$ cat src/rtl/bus_timer_if.sv
// Data-bus connection between the pipeline initiator and the bus timer.
// The interrupt line is carried here as well.
interface bus_timer_if;
  logic [31:0] addr;
  logic [3:0]  byteen;
  logic [31:0] wdata;
  logic [31:0] rdata;
  logic        irq;

  modport master (output addr, output byteen, output wdata, input rdata, input irq);
  modport slave  (input addr, input byteen, input wdata, output rdata, output irq);
endinterface

$ cat src/rtl/bus_timer.sv
// Memory-mapped down-counter with one-shot and auto-reload modes.
// CTRL/PRESET/COUNT sit in a three-word window at BASE_ADDR.
module bus_timer #(
  parameter logic [31:0] BASE_ADDR = 32'h0000_7F00
) (
  input  logic       clk,
  input  logic       reset,
  bus_timer_if.slave bus
);

  localparam int unsigned DATA_W = 32;
  localparam int unsigned WOFF_W = 30;
  localparam int unsigned CTRL_W = 4;
  localparam int unsigned NUM_REGS = 3;

  localparam logic [1:0] OFF_CTRL   = 2'd0;
  localparam logic [1:0] OFF_PRESET = 2'd1;
  localparam logic [1:0] OFF_COUNT  = 2'd2;

  typedef enum logic [1:0] {
    IDLE = 2'd0,
    LOAD = 2'd1,
    CNT  = 2'd2,
    INT  = 2'd3
  } state_t;

  state_t              state;
  logic [CTRL_W-1:0]   ctrl;
  logic [DATA_W-1:0]   preset;
  logic [DATA_W-1:0]   count;
  logic                irq_flag;
  logic                irq_pulse;

  logic [WOFF_W-1:0]   word_off;
  logic                sel;
  logic                wr;
  logic                wr_ctrl;
  logic                wr_preset;
  logic                ctrl_en;
  logic                ctrl_im;
  logic                auto_reload;
  logic                unused_addr_lsb;

  // Byte-granular register update from lane-replicated write data.
  function automatic logic [DATA_W-1:0] merge_lanes(input logic [DATA_W-1:0] old_val,
                                                    input logic [DATA_W-1:0] wd,
                                                    input logic [3:0]        be);
    logic [DATA_W-1:0] r;
    r = old_val;
    for (int i = 0; i < 4; i++) begin
      if (be[i]) r[8*i +: 8] = wd[8*i +: 8];
    end
    return r;
  endfunction

  assign word_off    = bus.addr[31:2] - BASE_ADDR[31:2];
  assign sel         = word_off < WOFF_W'(NUM_REGS);
  assign wr          = sel && (bus.byteen != 4'b0000);
  assign wr_ctrl     = wr && (word_off[1:0] == OFF_CTRL);
  assign wr_preset   = wr && (word_off[1:0] == OFF_PRESET);
  assign unused_addr_lsb = ^bus.addr[1:0];

  assign ctrl_en     = ctrl[0];
  assign auto_reload = (ctrl[2:1] == 2'b01);
  assign ctrl_im     = ctrl[3];

  // Combinational read mux; COUNT is exposed read-only.
  always_comb begin
    bus.rdata = '0;
    if (sel) begin
      case (word_off[1:0])
        OFF_CTRL:   bus.rdata = {{(DATA_W-CTRL_W){1'b0}}, ctrl};
        OFF_PRESET: bus.rdata = preset;
        OFF_COUNT:  bus.rdata = count;
        default:    bus.rdata = '0;
      endcase
    end
  end

  assign bus.irq = ctrl_im & irq_flag;

  // Counter FSM; bus writes are applied last so they override FSM updates.
  always_ff @(posedge clk) begin
    if (!reset) begin
      state     <= IDLE;
      ctrl      <= '0;
      preset    <= '0;
      count     <= '0;
      irq_flag  <= 1'b0;
      irq_pulse <= 1'b0;
    end else begin
      irq_pulse <= 1'b0;
      if (irq_pulse) irq_flag <= 1'b0;

      case (state)
        IDLE: begin
          if (ctrl_en) state <= LOAD;
        end
        LOAD: begin
          count <= preset;
          state <= CNT;
        end
        CNT: begin
          if (!ctrl_en)              state <= IDLE;
          else if (count == '0)      state <= INT;
          else                       count <= count - DATA_W'(1);
        end
        INT: begin
          irq_flag <= 1'b1;
          if (auto_reload) begin
            irq_pulse <= 1'b1;
            state     <= LOAD;
          end else begin
            ctrl[0]   <= 1'b0;
            state     <= IDLE;
          end
        end
        default: state <= IDLE;
      endcase

      if (wr_ctrl) begin
        irq_flag  <= 1'b0;
        irq_pulse <= 1'b0;
        if (bus.byteen[0]) ctrl <= bus.wdata[CTRL_W-1:0];
      end
      if (wr_preset) preset <= merge_lanes(preset, bus.wdata, bus.byteen);
    end
  end

endmodule

$ cat src/flat_wrapper.sv
// flat-port wrapper written by rule: the top's interface ports become plain ports
module bus_timer_flat 
#(
  parameter logic [31:0] BASE_ADDR = 32'h0000_7F00
)
  (clk, reset, bus_addr, bus_byteen, bus_wdata, bus_rdata, bus_irq);
  bus_timer_if bus_i ();
  input  logic clk;
  input  logic reset;
  input wire logic [$bits(bus_i.addr)-1:0] bus_addr;
  input wire logic [$bits(bus_i.byteen)-1:0] bus_byteen;
  input wire logic [$bits(bus_i.wdata)-1:0] bus_wdata;
  output wire logic [$bits(bus_i.rdata)-1:0] bus_rdata;
  output wire logic [$bits(bus_i.irq)-1:0] bus_irq;
  assign bus_i.addr = bus_addr;
  assign bus_i.byteen = bus_byteen;
  assign bus_i.wdata = bus_wdata;
  assign bus_rdata = bus_i.rdata;
  assign bus_irq = bus_i.irq;
  bus_timer #(.BASE_ADDR(BASE_ADDR)) u_core (.clk(clk), .reset(reset), .bus(bus_i));
endmodule
$ cat config.mk
export PLATFORM = sky130hd
export DESIGN_NAME = bus_timer_flat
export DESIGN_NICKNAME = d
export VERILOG_FILES = /design/src/rtl/bus_timer_if.sv /design/src/rtl/bus_timer.sv /design/src/flat_wrapper.sv
export SDC_FILE = /design/constraint.sdc
export NUM_CORES = 1
export LEC_CHECK = 0
export ABC_CLOCK_PERIOD_IN_PS = 2900
export BUFFER_PORTS_ARGS = -buffer_cell sky130_fd_sc_hd__buf_2
export CAP_MARGIN = 10
export CORE_ASPECT_RATIO = 1.1
export CORE_UTILIZATION = 25
export DETAILED_ROUTE_END_ITERATION = 6
export PLACE_DENSITY = 0.4
export SYNTH_ARGS = -nofsm -noshare
export SYNTH_HDL_FRONTEND = slang
export SYNTH_SLANG_ARGS = --single-unit
$ cat constraint.sdc
create_clock -name clk -period 2.9 [get_ports clk]
set_clock_uncertainty 0.15 [all_clocks]
set_input_delay 0.29 -clock clk [delete_from_list [all_inputs] [get_ports clk]]
set_output_delay 0.29 -clock clk [all_outputs]
set_load 0.05 [all_outputs]
# Yosys cells after proc, flatten, opt, wreduce, memory -nomap -nowiden
# Index checks and enable logic that the tools add are counted.
[totals]
register_bits = 72
out_inout_bits = 33
elab_cells = 61
[classes]
n_reduce_logical = 18
muxes = 17
eq_ne = 10
n_bitwise = 3
n_lt_le_gt_ge = 1
n_addsub = 2
[ops]
columns = ["operator", "n"]
rows = [
  ["32-bit 2-to-1 mux", 3],
  ["32-bit one-hot mux with 3 select lines", 1],
  ["32-bit one-hot mux with 2 select lines", 1],
  ["32-bit logical NOT", 1],
  ["32-bit by 1-bit subtractor with 32-bit output (second input constant)", 1],
  ["30-bit by 2-bit < comparator with 1-bit output (second input constant)", 1],
  ["30-bit by 13-bit subtractor with 30-bit output (second input constant)", 1],
  ["2-bit AND reduction", 6],
  ["1-bit 2-to-1 mux", 8],
  ["2-bit one-hot mux with 4 select lines", 1],
  ["2-bit by 1-bit == test with 1-bit output (second input constant)", 3],
  ["2-bit == test (second input constant)", 3],
  ["2-bit 2-to-1 mux", 3],
  ["2-bit logical NOT", 2],
  ["2-bit by 1-bit != test with 1-bit output (second input constant)", 2],
  ["2-bit nonzero test", 2],
  ["4-bit nonzero test", 1],
  ["1-bit logical AND", 3],
  ["3-bit != test (second input constant)", 1],
  ["3-bit AND reduction", 1],
  ["3-bit OR reduction", 1],
  ["2-bit != test (second input constant)", 1],
  ["1-bit NOT", 2],
  ["2-bit OR reduction", 1],
  ["1-bit AND", 1],
]

# Longest topological paths before layout
[depth]
ltp_word = 5
mapped_depth = 9
ltp_nobuf = 8

# Least setup slack after synthesis
# OpenSTA, ideal clock, no wires.
[synth_path]
kind = "input to output"
startpoint = "input port bus_addr[29]"
endpoint = "output port bus_rdata[10]"
cell_stages = 5
required_ps = 2460
arrival_ps = 2308
n_path_buf = 1
path_slack_ps = 152
cell_sequence = "or4_4 > a2111oi_4 > nand4_1 > clkbuf_1 > nor2_1"
[synth_between]
elab_chain_cells = 3
[synth_rtl]
columns = ["item", "line", "source"]
rows = [
  ["start: declaration", "flat_wrapper.sv:10", "input wire logic [$bits(bus_i.addr)-1:0] bus_addr;"],
  ["30-bit by 13-bit subtractor with 30-bit output", "bus_timer.sv:56", "assign word_off = bus.addr[31:2] - BASE_ADDR[31:2];"],
  ["30-bit by 2-bit < comparator with 1-bit output", "bus_timer.sv:57", "assign sel = word_off < WOFF_W'(NUM_REGS);"],
  ["32-bit 2-to-1 mux", "bus_timer.sv:70", "if (sel) begin"],
  ["end: declaration", "flat_wrapper.sv:13", "output wire logic [$bits(bus_i.rdata)-1:0] bus_rdata;"],
]
# No other way between the ends.

# Final worst setup path
[layout_path]
startpoint = "input port bus_addr[29]"
endpoint = "output port bus_rdata[6]"
# The elaborated chain is that of the path after synthesis.

==> flow_metrics.env <==
export IMPL_synth_warnings=0
export IMPL_synth_edf_count=0
export IMPL_routed_wl_microns=14260
export IMPL_num_vias=4548
export IMPL_yosysSeqAreaShare=0.3300
export IMPL_slew_violations=0
export IMPL_hold_buffers=0
export IMPL_final_hold_viol_count=0
export IMPL_worstPathRequired_ns=2.46
export IMPL_chipHeight_microns=140.6
export IMPL_start_kind="input pin"
export IMPL_critPathBufInv=3
export IMPL_fillers=1862
export IMPL_period_needed_ns=2.577
export IMPL_cp_slowest_stage_delay_ns=0.53
export IMPL_grt_pass1_vias=4500
export IMPL_clockBufferDepth=2
export IMPL_synth_commonest_cells="nand2_1 (84), dfxtp_1 (72), nor2_1 (56)"
export IMPL_crit_fanout=33
export IMPL_pre_cts_slack_ns=0.2417
export IMPL_grt_start_max_net_pins=63
export IMPL_insertion_delay_ns=0.34
export IMPL_crit_path_frequent_cell="buf_2"
export IMPL_crit_family="simple AND/OR/NAND/NOR gates"
export IMPL_power_leakage_nw=2.082
export IMPL_tightestPinTransition_ns=0.9105
export IMPL_port_buffers=100
export IMPL_critPathKind="input pin to output pin"
export IMPL_clk_pin_slew_worst_paths_ns=0.06
export IMPL_synth_ff_type="dfxtp_1"
export IMPL_crit_slowest_cell="or4_4"
export IMPL_synthDistinctLibCells=61
export IMPL_max_cap_violations=0
export IMPL_synth_most_common_cell="nand2_1"
export IMPL_synth_top_area_share=0.3300
export IMPL_drc=0
export IMPL_setup_tns_ns=0
export IMPL_powerDensity_nw_per_um2=408.7
export IMPL_status="complete, no violations"
export IMPL_grt_pass1_wl_microns=23270
export IMPL_vias_per_cell=5.003
export IMPL_wl_per_cell_microns=15.69
export IMPL_synth_compound_area_share=0.2618
export IMPL_ir_worst_vdd_uv=278.2
export IMPL_relSlewSlack=0.3923
export IMPL_synthMuxAreaShare=0.02062
export IMPL_setup_viol_count_final=0
export IMPL_async_flop_share=0
export IMPL_path_cells="buf_2 > or4_4 > a2111oi_4 > nand4_1 > buf_4 > nor2_1 > buf_2"
export IMPL_synthesis_area_sq_um=4368
export IMPL_pin_count=103
export IMPL_synthTopCellsByArea="dfxtp_1 (33%), nand2_1 (7.2%), nand3_1 (5.8%)"
export IMPL_drt_first_pass_iters=5
export IMPL_clock_sink_count=72
export IMPL_hp_class="input pin to flop"
export IMPL_die_w_microns=128.0
export IMPL_overflow=0
export IMPL_root_buffer="clkbuf_16"
export IMPL_synthXorXnorAreaFrac=0.002005
export IMPL_antenna_found_initial=0
export IMPL_end_kind="output pin"
export IMPL_synth_fa_ha_area_frac=0.01432
export IMPL_post_cts_buffers=0
export IMPL_min_period_over_period=0.8888
export IMPL_design_core_area_sq_um=17080
export IMPL_ant_nets=0
export IMPL_start_util=0.2558
export IMPL_hpwlAfterDp_microns=10250
export IMPL_areaGrowthSynthToFinish_pct=24.66
export IMPL_setup_ws_ns=0.3225
export IMPL_synthSimpleGateAreaFrac=0.3145
export IMPL_cts_tree="built"
export IMPL_cts_buffers=9
export IMPL_finalNetCount=746
export IMPL_syn_nets=658
export IMPL_rsz0062_at_grt="false"
export IMPL_synthCells=583
export IMPL_ys_ff_latch=72
export IMPL_drt_initial_drc_count=305
export IMPL_cp_arrival_ns=2.14
export IMPL_clock_fmax_ghz=0.3880
export IMPL_die_area_sq_um=18000
export IMPL_n_antenna_cell=0
export IMPL_synth_top_family_by_area="simple AND/OR/NAND/NOR gates"
export IMPL_grt_usage=0.1641
export IMPL_rows=50
export IMPL_gp_congestion=0.7881
export IMPL_synth_avg_cell_area_sq_um=7.492
export IMPL_h_tree_depth=3
export IMPL_synth_largest_area_cell="dfxtp_1"
export IMPL_cts_resized=0
export IMPL_drive_gt1_frac=0.2370
[per-stage QoR]
| stage | util | hold slack, ns | std cells | cell area (sq um) | power (mW) |
|---|---|---|---|---|---|
| floorplan | - | 0.2726 | 583 | 4368 | 1.070 |
| global placement | 0.3020 | 0.3165 | 894 | 5157 | 1.139 |
| detailed placement | 0.3020 | 0.3254 | 894 | 5157 | 1.140 |
| CTS | 0.3188 | 0.02076 | 909 | 5445 | 2.259 |
| global route | 0.3188 | 0.03149 | 909 | 5445 | 2.313 |
| finish | 0.3188 | 0.02882 | 909 | 5445 | 2.226 |
[registers in the layout (all words and copies together) (netlist names)]
signal,count
u_core.count,32
u_core.state,2
u_core.ctrl,4
u_core.irq_pulse,1
u_core.preset,32
u_core.irq_flag,1
[routing by layer]
metal,track usage,wire length [microns],up-vias
met4,0.05015,165,0
met1,0.2023,6416,2145
met2,0.2875,7179,76
met3,0.03036,501,11
li1,-,-,2316
met5,0,0,-
[final timing paths]
| path | startpoint | end | slack [ns] | depth (start not counted) |
|---|---|---|---|---|
| max reg2reg | u_core.count[4] | u_core.count[27] | 0.42 | 7 |
| max | bus_addr[29] | bus_rdata[6] | 0.32 | 7 |
| min reg2reg | u_core.preset[24] | u_core.preset[24] | 0.33 | 2 |
| min | bus_wdata[14] | u_core.preset[14] | 0.03 | 3 |
[worst register-to-register path, cell delays in order, from the launching register on]
cell and delay, ns:
dfxtp_1 0.40, nor4_4 0.50, nand4_1 0.18, or4_4 0.54
nand2_4 0.21, buf_12 0.17, o21ai_0 0.09, a21oi_1 0.15
[kinds of logic (layout without fill, tap and decap cells)]
kind of cell | after synthesis | after routing
AOI/OAI and AO/OA | 177 | 177
buffers and inverters | 56 | 148
DFF | 72 | 72
xor gates and xnor gates | 1 | 1
muxes | 9 | 9
adders and majority gates | 5 | 5
and+or+nand+nor | 263 | 263
[cells in the final DEF, fill, tap and decap left out, types with 7 or more instances in the layout]
cell type	instances
a22oi_1	28
nor3_1	8
a21oi_1	42
nand4_1	8
o21ai_0	10
nand3_1	51
buf_2	99
nor2_1	56
and3_1	8
buf_4	21
mux2i_1	9
inv_1	10
nor4_1	7
dfxtp_1	72
o32ai_1	11
o31ai_1	8
clkbuf_16	9
o21ai_1	44
nand2_1	84
[power breakdown]
group,switching (mW),internal [mW],total [mW]
clock,0.429,0.681,1.11
combinational,0.0779,0.0489,0.127
sequential,0.000000000823,0.989,0.989
[layout make-up]
class	instances	area [sq um]	area share
multi-input cells	455	2689	0.4938
flip-flops and latches	72	1441	0.2647
repair buffers	122	693.2	0.1273
well taps	234	292.8	0.05377
clock buffers	11	242.7	0.04458
clock inverters	4	45.04	0.008272
inverters	11	41.29	0.007583
(Power assumes the default switching activity.)
